===== src/rtl/pool_pkg.sv =====
// Shared types and helpers for the max-pooling window sequencer.
package pool_pkg;
  localparam int DW = 16;

  typedef enum logic [1:0] {
    IDLE,
    RUN,
    LAST,
    OUT
  } state_t;

  localparam logic signed [DW-1:0] ACC_INIT = {1'b1, {(DW-1){1'b0}}};

  function automatic int out_dim(input int img, input int k, input int s);
    return (img - k) / s + 1;
  endfunction
endpackage


===== src/rtl/pool_window_ctrl_if.sv =====
// Pooled-word output stream: valid/ready handshake with signed data.
interface pool_out_if
  import pool_pkg::*;
#(
  parameter int DIN_W = DW
);
  logic                    valid;
  logic                    ready;
  logic signed [DIN_W-1:0] data;

  modport master (output valid, output data, input ready);
  modport slave  (input valid, input data, output ready);
endinterface


===== src/rtl/pool_addr_gen.sv =====
// Window/element counters and RAM address adder for the pooling walk.
module pool_addr_gen
  import pool_pkg::*;
#(
  parameter int ADDR_W = 16,
  parameter int IMG_W  = 8,
  parameter int IMG_H  = 8,
  parameter int K      = 2,
  parameter int STRIDE = 2
) (
  input  logic              clk,
  input  logic              rst,
  input  logic              clr,
  input  logic [ADDR_W-1:0] base,
  input  logic              issue,
  input  logic              next_win,
  output logic [ADDR_W-1:0] addr,
  output logic              last_elem,
  output logic              last_win
);
  localparam int OW = out_dim(IMG_W, K, STRIDE);
  localparam int OH = out_dim(IMG_H, K, STRIDE);
  localparam int CW = 16;

  logic [CW-1:0]     kx, ky, ox, oy;
  logic [ADDR_W-1:0] base_q;
  logic [31:0]       row, col, off;

  assign last_elem = (kx == CW'(K - 1)) && (ky == CW'(K - 1));
  assign last_win  = (ox == CW'(OW - 1)) && (oy == CW'(OH - 1));

  assign row  = 32'(oy) * 32'(STRIDE) + 32'(ky);
  assign col  = 32'(ox) * 32'(STRIDE) + 32'(kx);
  assign off  = row * 32'(IMG_W) + col;
  assign addr = base_q + off[ADDR_W-1:0];

  always_ff @(posedge clk) begin
    if (rst) begin
      kx     <= '0;
      ky     <= '0;
      ox     <= '0;
      oy     <= '0;
      base_q <= '0;
    end else if (clr) begin
      kx     <= '0;
      ky     <= '0;
      ox     <= '0;
      oy     <= '0;
      base_q <= base;
    end else begin
      if (issue) begin
        if (kx == CW'(K - 1)) begin
          kx <= '0;
          ky <= (ky == CW'(K - 1)) ? '0 : ky + 1'b1;
        end else begin
          kx <= kx + 1'b1;
        end
      end
      // Window position only moves once the pooled word has left
      if (next_win) begin
        if (ox == CW'(OW - 1)) begin
          ox <= '0;
          oy <= (oy == CW'(OH - 1)) ? '0 : oy + 1'b1;
        end else begin
          ox <= ox + 1'b1;
        end
      end
    end
  end
endmodule


===== src/rtl/pool_window_ctrl.sv =====
// Max-pooling window sequencer; define POOL_RELU_EN to clamp negative
// maxima to zero on output.
module pool_window_ctrl
  import pool_pkg::*;
#(
  parameter int DIN_W  = DW,
  parameter int ADDR_W = 16,
  parameter int IMG_W  = 8,
  parameter int IMG_H  = 8,
  parameter int K      = 2,
  parameter int STRIDE = 2
) (
  input  logic                    clk,
  input  logic                    rst,
  input  logic                    start,
  input  logic [ADDR_W-1:0]       base_addr,
  output logic                    busy,
  output logic                    done,
  output logic                    rd_en,
  output logic [ADDR_W-1:0]       rd_addr,
  input  logic signed [DIN_W-1:0] rd_data,
  pool_out_if.master              out
);
  state_t                  state;
  logic                    rd_vld;
  logic signed [DIN_W-1:0] acc, mx;
  logic                    hs, clr, issue, next_win;
  logic                    last_elem, last_win;

  assign hs       = out.valid && out.ready;
  assign clr      = (state == IDLE) && start;
  assign issue    = (state == RUN);
  assign next_win = (state == OUT) && hs;
  assign mx       = (rd_data > acc) ? rd_data : acc;

  pool_addr_gen #(
    .ADDR_W (ADDR_W),
    .IMG_W  (IMG_W),
    .IMG_H  (IMG_H),
    .K      (K),
    .STRIDE (STRIDE)
  ) u_gen (
    .clk       (clk),
    .rst       (rst),
    .clr       (clr),
    .base      (base_addr),
    .issue     (issue),
    .next_win  (next_win),
    .addr      (rd_addr),
    .last_elem (last_elem),
    .last_win  (last_win)
  );

  always_ff @(posedge clk) begin
    if (rst) begin
      state     <= IDLE;
      busy      <= 1'b0;
      done      <= 1'b0;
      rd_en     <= 1'b0;
      rd_vld    <= 1'b0;
      acc       <= ACC_INIT;
      out.valid <= 1'b0;
      out.data  <= '0;
    end else begin
      done   <= 1'b0;
      rd_vld <= rd_en;
      if (rd_vld && state == RUN) acc <= mx;
      unique case (state)
        IDLE: if (start) begin
          state <= RUN;
          busy  <= 1'b1;
          rd_en <= 1'b1;
          acc   <= ACC_INIT;
        end
        RUN: if (last_elem) begin
          state <= LAST;
          rd_en <= 1'b0;
        end
        LAST: begin
`ifdef POOL_RELU_EN
          out.data <= mx[DIN_W-1] ? '0 : mx;
`else
          out.data <= mx;
`endif
          out.valid <= 1'b1;
          state     <= OUT;
        end
        OUT: if (hs) begin
          out.valid <= 1'b0;
          acc       <= ACC_INIT;
          if (last_win) begin
            state <= IDLE;
            busy  <= 1'b0;
            done  <= 1'b1;
          end else begin
            state <= RUN;
            rd_en <= 1'b1;
          end
        end
        default: state <= IDLE;
      endcase
    end
  end
endmodule

===== src/flat_wrapper.sv =====
// flat-port wrapper written by rule: the top's interface ports become plain ports
module pool_window_ctrl_flat import pool_pkg::*;
#(
  parameter int DIN_W  = DW,
  parameter int ADDR_W = 16,
  parameter int IMG_W  = 8,
  parameter int IMG_H  = 8,
  parameter int K      = 2,
  parameter int STRIDE = 2
)
  (clk, rst, start, base_addr, busy, done, rd_en, rd_addr, rd_data, out_valid, out_data, out_ready);
  pool_out_if #(.DIN_W(DIN_W)) out_i ();
  input  logic clk;
  input  logic rst;
  input  logic start;
  input  logic [ADDR_W-1:0] base_addr;
  output logic busy;
  output logic done;
  output logic rd_en;
  output logic [ADDR_W-1:0] rd_addr;
  input  logic signed [DIN_W-1:0] rd_data;
  output wire logic [$bits(out_i.valid)-1:0] out_valid;
  output wire logic [$bits(out_i.data)-1:0] out_data;
  input wire logic [$bits(out_i.ready)-1:0] out_ready;
  assign out_valid = out_i.valid;
  assign out_data = out_i.data;
  assign out_i.ready = out_ready;
  pool_window_ctrl #(.DIN_W(DIN_W), .ADDR_W(ADDR_W), .IMG_W(IMG_W), .IMG_H(IMG_H), .K(K), .STRIDE(STRIDE)) u_core (.clk(clk), .rst(rst), .start(start), .base_addr(base_addr), .busy(busy), .done(done), .rd_en(rd_en), .rd_addr(rd_addr), .rd_data(rd_data), .out(out_i));
endmodule

===== config.mk =====
export PLATFORM = sky130hd
export DESIGN_NAME = pool_window_ctrl_flat
export DESIGN_NICKNAME = d
export VERILOG_FILES = /design/src/rtl/pool_pkg.sv /design/src/rtl/pool_window_ctrl_if.sv /design/src/rtl/pool_addr_gen.sv /design/src/rtl/pool_window_ctrl.sv /design/src/flat_wrapper.sv
export SDC_FILE = /design/constraint.sdc
export NUM_CORES = 1
export LEC_CHECK = 0
export BUFFER_PORTS_ARGS = -buffer_cell sky130_fd_sc_hd__clkbuf_2
export CAP_MARGIN = 15
export CORE_MARGIN = 1.5
export CORE_UTILIZATION = 25
export DETAILED_ROUTE_END_ITERATION = 10
export GPL_TIMING_DRIVEN = 0
export PLACE_DENSITY = 0.45
export SYNTH_ARGS = -nofsm -noshare
export SYNTH_HDL_FRONTEND = slang
export SYNTH_SLANG_ARGS = --single-unit

===== constraint.sdc =====
create_clock -name clk -period 6.87 [get_ports clk]
set_input_delay 0.3435 -clock clk [delete_from_list [all_inputs] [get_ports clk]]
set_output_delay 0.3435 -clock clk [all_outputs]
set_load 0.1 [all_outputs]

# Yosys cells after proc, flatten, opt, wreduce, memory -nomap -nowiden
# Index checks and enable logic that the tools add are counted.
[totals]
reg_bits = 119
in_bits = 36
output_inout_bits = 36
word_cells = 79
[classes]
add_sub_neg = 8
n_lt_le_gt_ge = 1
n_eq_ne = 12
mux = 25
n_bitwise = 2
reduce_logical = 18
[ops]
columns = ["cell", "n"]
rows = [
  ["$mux W16", 8],
  ["$add A16 B1 Y16 const B", 4],
  ["$add A16 B16 Y16", 3],
  ["$eq A16 B1 Y1 const B", 2],
  ["$eq A16 B2 Y1 const B", 2],
  ["$pmux W16 S2", 1],
  ["$gt A16 B16 Y1", 1],
  ["$add A13 B13 Y13", 1],
  ["$mux W1", 9],
  ["$pmux W2 S4", 1],
  ["$logic_and A1 B1 Y1", 6],
  ["$mux W2", 3],
  ["$ne A2 B2 Y1 const B", 3],
  ["$reduce_and A2 Y1", 3],
  ["$reduce_and A5 Y1", 1],
  ["$eq A2 B2 Y1 const B", 2],
  ["$ne A2 B1 Y1 const B", 2],
  ["$pmux W1 S2", 2],
  ["$reduce_and A4 Y1", 1],
  ["$reduce_bool A2 Y1", 2],
  ["$pmux W1 S3", 1],
  ["$reduce_and A3 Y1", 1],
  ["$reduce_bool A3 Y1", 1],
  ["$reduce_or A3 Y1", 1],
  ["other kinds (4)", 5],
]

# Depth between registers and ports, before layout
[logic_depth]
ltp_word = 5
depth_mapped = 16
depth_no_buf = 16

# Hierarchy
# A second synthesis with hierarchy kept.
[hier_totals]
hier_cells = 812
area_unflattened_um2 = 7335.8
[modules_own_cells]
columns = ["module", "n_inst", "cells_each", "area_per_inst_um2", "seq_area_each_um2"]
rows = [
  ["pool_addr_gen", 1, 580, 5200.0, 1601.5],
  ["pool_window_ctrl", 1, 232, 2135.8, 780.7],
]

# Worst setup path after synthesis
# OpenSTA, ideal clock, no wires.
[synth_timing]
path_kind = "register -> output"
from = "reg u_core.u_gen.ky[1]"
to = "out rd_addr[15]"
t_arrival_ps = 4944
t_required_ps = 6526
path_slack_ps = 1583
path_stages_with_launch = 14
path_buffers = 0
path_cell_list = "dfxtp_1 -> ha_1 -> fa_1 -> a21o_1 -> a21oi_1 -> nor2b_1 -> o21a_1 -> o41ai_2 -> or4b_2 -> o211ai_1 -> fa_1 -> ha_1 -> a21oi_1 -> xnor2_1"
[synth_between]
elab_chain_cells = 3
[synth_lines]
columns = ["item", "line", "text"]
rows = [
  ["start, declared", "pool_addr_gen.sv:25", "logic [CW-1:0] kx, ky, ox, oy;"],
  ["start signal, assigned", "pool_addr_gen.sv:54", "ky <= (ky == CW'(K - 1)) ? '0 : ky + 1'b1;"],
  ["$add A13 B13 Y13", "pool_addr_gen.sv:32", "assign row = 32'(oy) * 32'(STRIDE) + 32'(ky);"],
  ["$add A16 B16 Y16", "pool_addr_gen.sv:34", "assign off = row * 32'(IMG_W) + col;"],
  ["$add A16 B16 Y16", "pool_addr_gen.sv:35", "assign addr = base_q + off[ADDR_W-1:0];"],
  ["end, declared", "flat_wrapper.sv:20", "output logic [ADDR_W-1:0] rd_addr;"],
]
# No other way between the ends.

# Worst setup path in the final report
# Same ends and word-level chain as after synthesis.

==> results.txt <==
Critical Path Sink Type - output port
MaxCap Viol Count - 0
worst skew pair latency - 0.43 ns
type of origin of the critical path - register
Die Ht - 173 um
first-pass GRT wire length - 30300 um
unrepaired setup endpoints after global routing - no
DR WL/cell - 14.0 um
Slew @ Worst Pin - 0.665 ns
DIE AREA - 0.0301 mm2
hold crit path type - in2reg
Yosys Warn Count - 0
Post-synth ARST share - 0
Fin Setup TNS - 0 ns
die width - 173 um
sequential fraction of design power - 0.293
Final Hold Fails - 0
setup bufs post-CTS - 0
Placed Area - 0.00810 mm2
Post-Syn Nets - 953
largest family of logic cells by synthesized area - simple AND/OR/NAND/NOR gates
fin nets - 1042
Slew Limit Fails - 0
share of cells above drive strength 1 - 0.123
FF+latch area - 0.00238 mm2
placeable core area - 0.0286 mm2
Cell Area, Synth - 0.00727 mm2
CTS tree - done
post-route cell area - 0.00868 mm2
Post-synth EDFFs - 0
hold depth - 3
GPL Wtd Cong - 0.754
Yosys top cell area share - 0.328
PostCTS Resize Cnt - 0
# hold bufs at CTS - 0
library cells used by synthesis - 49
detailed-route wire length - 18500 um
Synth Area in Compound Gates - 0.112
crit-path max cell delay - 0.48 ns
Logic pwr share - 0.386
post-synthesis xor/xnor area fraction - 0.0940
placement row count - 62
CTS H-tree depth - 4
Syn-to-layout area delta - 19.5%
Total GRT Usage - 0.129
CP max-delay cell - clkbuf_2
run status - completed
Synth Area in Adders - 0.168
area of the multi-input gates - 0.00450 mm2
vias - 5895
Worst EP required - 6.53 ns
CTS clk-pin slew, worst paths - 0.06 ns
WP data arrival - 5.18 ns
port bufs - 70
fmax - 0.181 GHz
root buffer cell - clkbuf_16
Area contributors post-synth - dfxtp_1 (33%), ha_1 (9.1%), fa_1 (7.7%), nor2_1 (6.1%), xnor2_1 (5.7%)
largest net degree at the start of global routing - 17
Clock power frac - 0.321
I/O pins - 72
Post-synth top flop - dfxtp_1
Final Util - 0.303
DR DRC count - 0
most frequent CP cell - a21oi_1
clk buf depth - 2
Clock Skews - 0.0189 ns
Yosys reg bits - 119
setup slack after layout - 1.34 ns
GRT overflow - 0
Syn Inst Count - 836
Crit Path Class - reg2out
sw frac - 0.429
initial antenna violation count - 1
share of synthesized area spent on multiplexers - 0.0506
Worst IR Drop VDD - 0.247 mV
post-route minimum period - 5.53 ns
TritonCTS buffer count - 17
vias in the first global route - 5767
Slew HR - 0.557
CP Cell Sequence - ha_1, fa_1, a21o_1, a21oi_1, nor2b_1, o21a_1, o41ai_2, xnor2_1, fa_1, ha_1, a21oi_1, o311ai_0, a31o_2, a21oi_1, xnor2_1, clkbuf_2
Starting Density - 0.254
leading area contributor after synthesis - dfxtp_1
Reg2Reg Depth - 7
crit path max fanout - 5
final hold slack - 0.144 ns
# setup viols final - 0
vias per cell - 4.46
Routed Antenna Nets - 0
Iter 0 DRT Violations - 171
clock sinks - 119
net load switching power - 1.19 mW
Synth Area in Simple Gates - 0.195
internal power - 1.58 mW
number of fill cells - 3046
Power Dens Cells - 319 mW/mm2
worst slack at placement - 1.82 ns
Syn Area/Cell - 8.69 um2
DR pass1 iterations - 4
ranking of synthesized cells by instance count - dfxtp_1 (119), nor2_1 (119), inv_1 (65)
Pleak - 3.62 nW
final worst-path cycle share - 0.804
Post-DP HPWL - 14400 um
sequential area share after synthesis - 0.328
path summary, 6_finish.rpt:
path	start	endpoint	slack [ns]
setup / recovery	u_core.u_gen.ky[1]$_SDFFE_PP0P_	rd_addr[15]	1.34
hold / removal	base_addr[3]	u_core.u_gen.base_q[3]$_SDFFE_PP0P_	0.14
setup reg to reg	u_core.u_gen.kx[8]$_SDFFE_PP0N_	u_core.u_gen.ky[5]$_SDFFE_PP0P_	3.90
hold reg to reg	u_core.u_gen.base_q[5]$_SDFFE_PP0P_	u_core.u_gen.base_q[5]$_SDFFE_PP0P_	0.46
critical path, delay by kind of cell (launching register included):
family | cells | cell delay (ns)
xor gates and xnor gates | 2 | 0.36
adders and majority gates | 4 | 1.53
DFF | 1 | 0.35
and+or+nand+nor | 1 | 0.08
AOI/OAI and AO/OA | 8 | 1.96
buffers and inverters | 1 | 0.48
per-stage QoR:
stage / cells / power, mW
after floorplan: 836 / 1.70
after global placement: 1290 / 1.91
after detailed placement: 1290 / 1.91
after CTS: 1322 / 2.81
after global routing: 1322 / 2.92
final: 1323 / 2.77
routing by layer:
layer  GRT usage  part of all wire
met1       0.170              0.48
met2       0.201              0.44
met3      0.0375             0.060
met4      0.0413             0.015
met5           0                 0
area by class of cell:
| class | count | area share |
|---|---|---|
| Multi-Input combinational cell | 626 | 0.518 |
| Sequential cell | 119 | 0.274 |
| Tap cell | 384 | 0.0553 |
| Clock buffer | 20 | 0.0526 |
| Timing Repair Buffer | 70 | 0.0403 |
| Inverter | 65 | 0.0281 |
| Buffer | 26 | 0.0163 |
| Clock inverter | 12 | 0.0147 |
| Antenna cell | 1 | 0.000288 |
cell usage in the layout, fill, tap and decap left out, types with 8 or more instances in the layout:
cell type	n
and3_1	11
a21o_1	12
fa_1	28
clkbuf_2	70
ha_1	53
dfxtp_1	119
xnor2_1	47
nand4_1	23
a21oi_1	48
nor2b_1	8
clkbuf_16	17
o21ai_0	20
nand2_1	64
a211oi_1	21
nand3_1	28
nor4_1	10
mux2i_1	33
nor3_1	13
clkbuf_1	22
nor2_1	119
xor2_1	31
inv_1	65
state kept, by name (all words and copies together) (netlist names), 2 cells and up:
signal and flops:
u_core.u_gen.oy 16, u_core.u_gen.kx 16, u_core.u_gen.ky 16, u_core.out.data 16
u_core.state 2, u_core.acc 16, u_core.u_gen.ox 16, u_core.u_gen.base_q 16
power by group through the flow:
stage | combinational [mW] | clock, mW | sequential, mW
after floorplan | 0.605 | 0 | 1.09
after global placement | 1.08 | 0 | 0.828
after detailed placement | 1.08 | 0 | 0.827
after CTS | 1.09 | 0.917 | 0.813
after global routing | 1.15 | 0.944 | 0.821
final | 1.07 | 0.891 | 0.811
logic make-up after synthesis:
kind of cell,count (synthesis)
compound gates,129
xor+xnor,78
fa+ha+maj,81
buf+inv,91
flops,119
mux,36
simple gates,302
No activity file was read; power rests on OpenSTA's default activity.
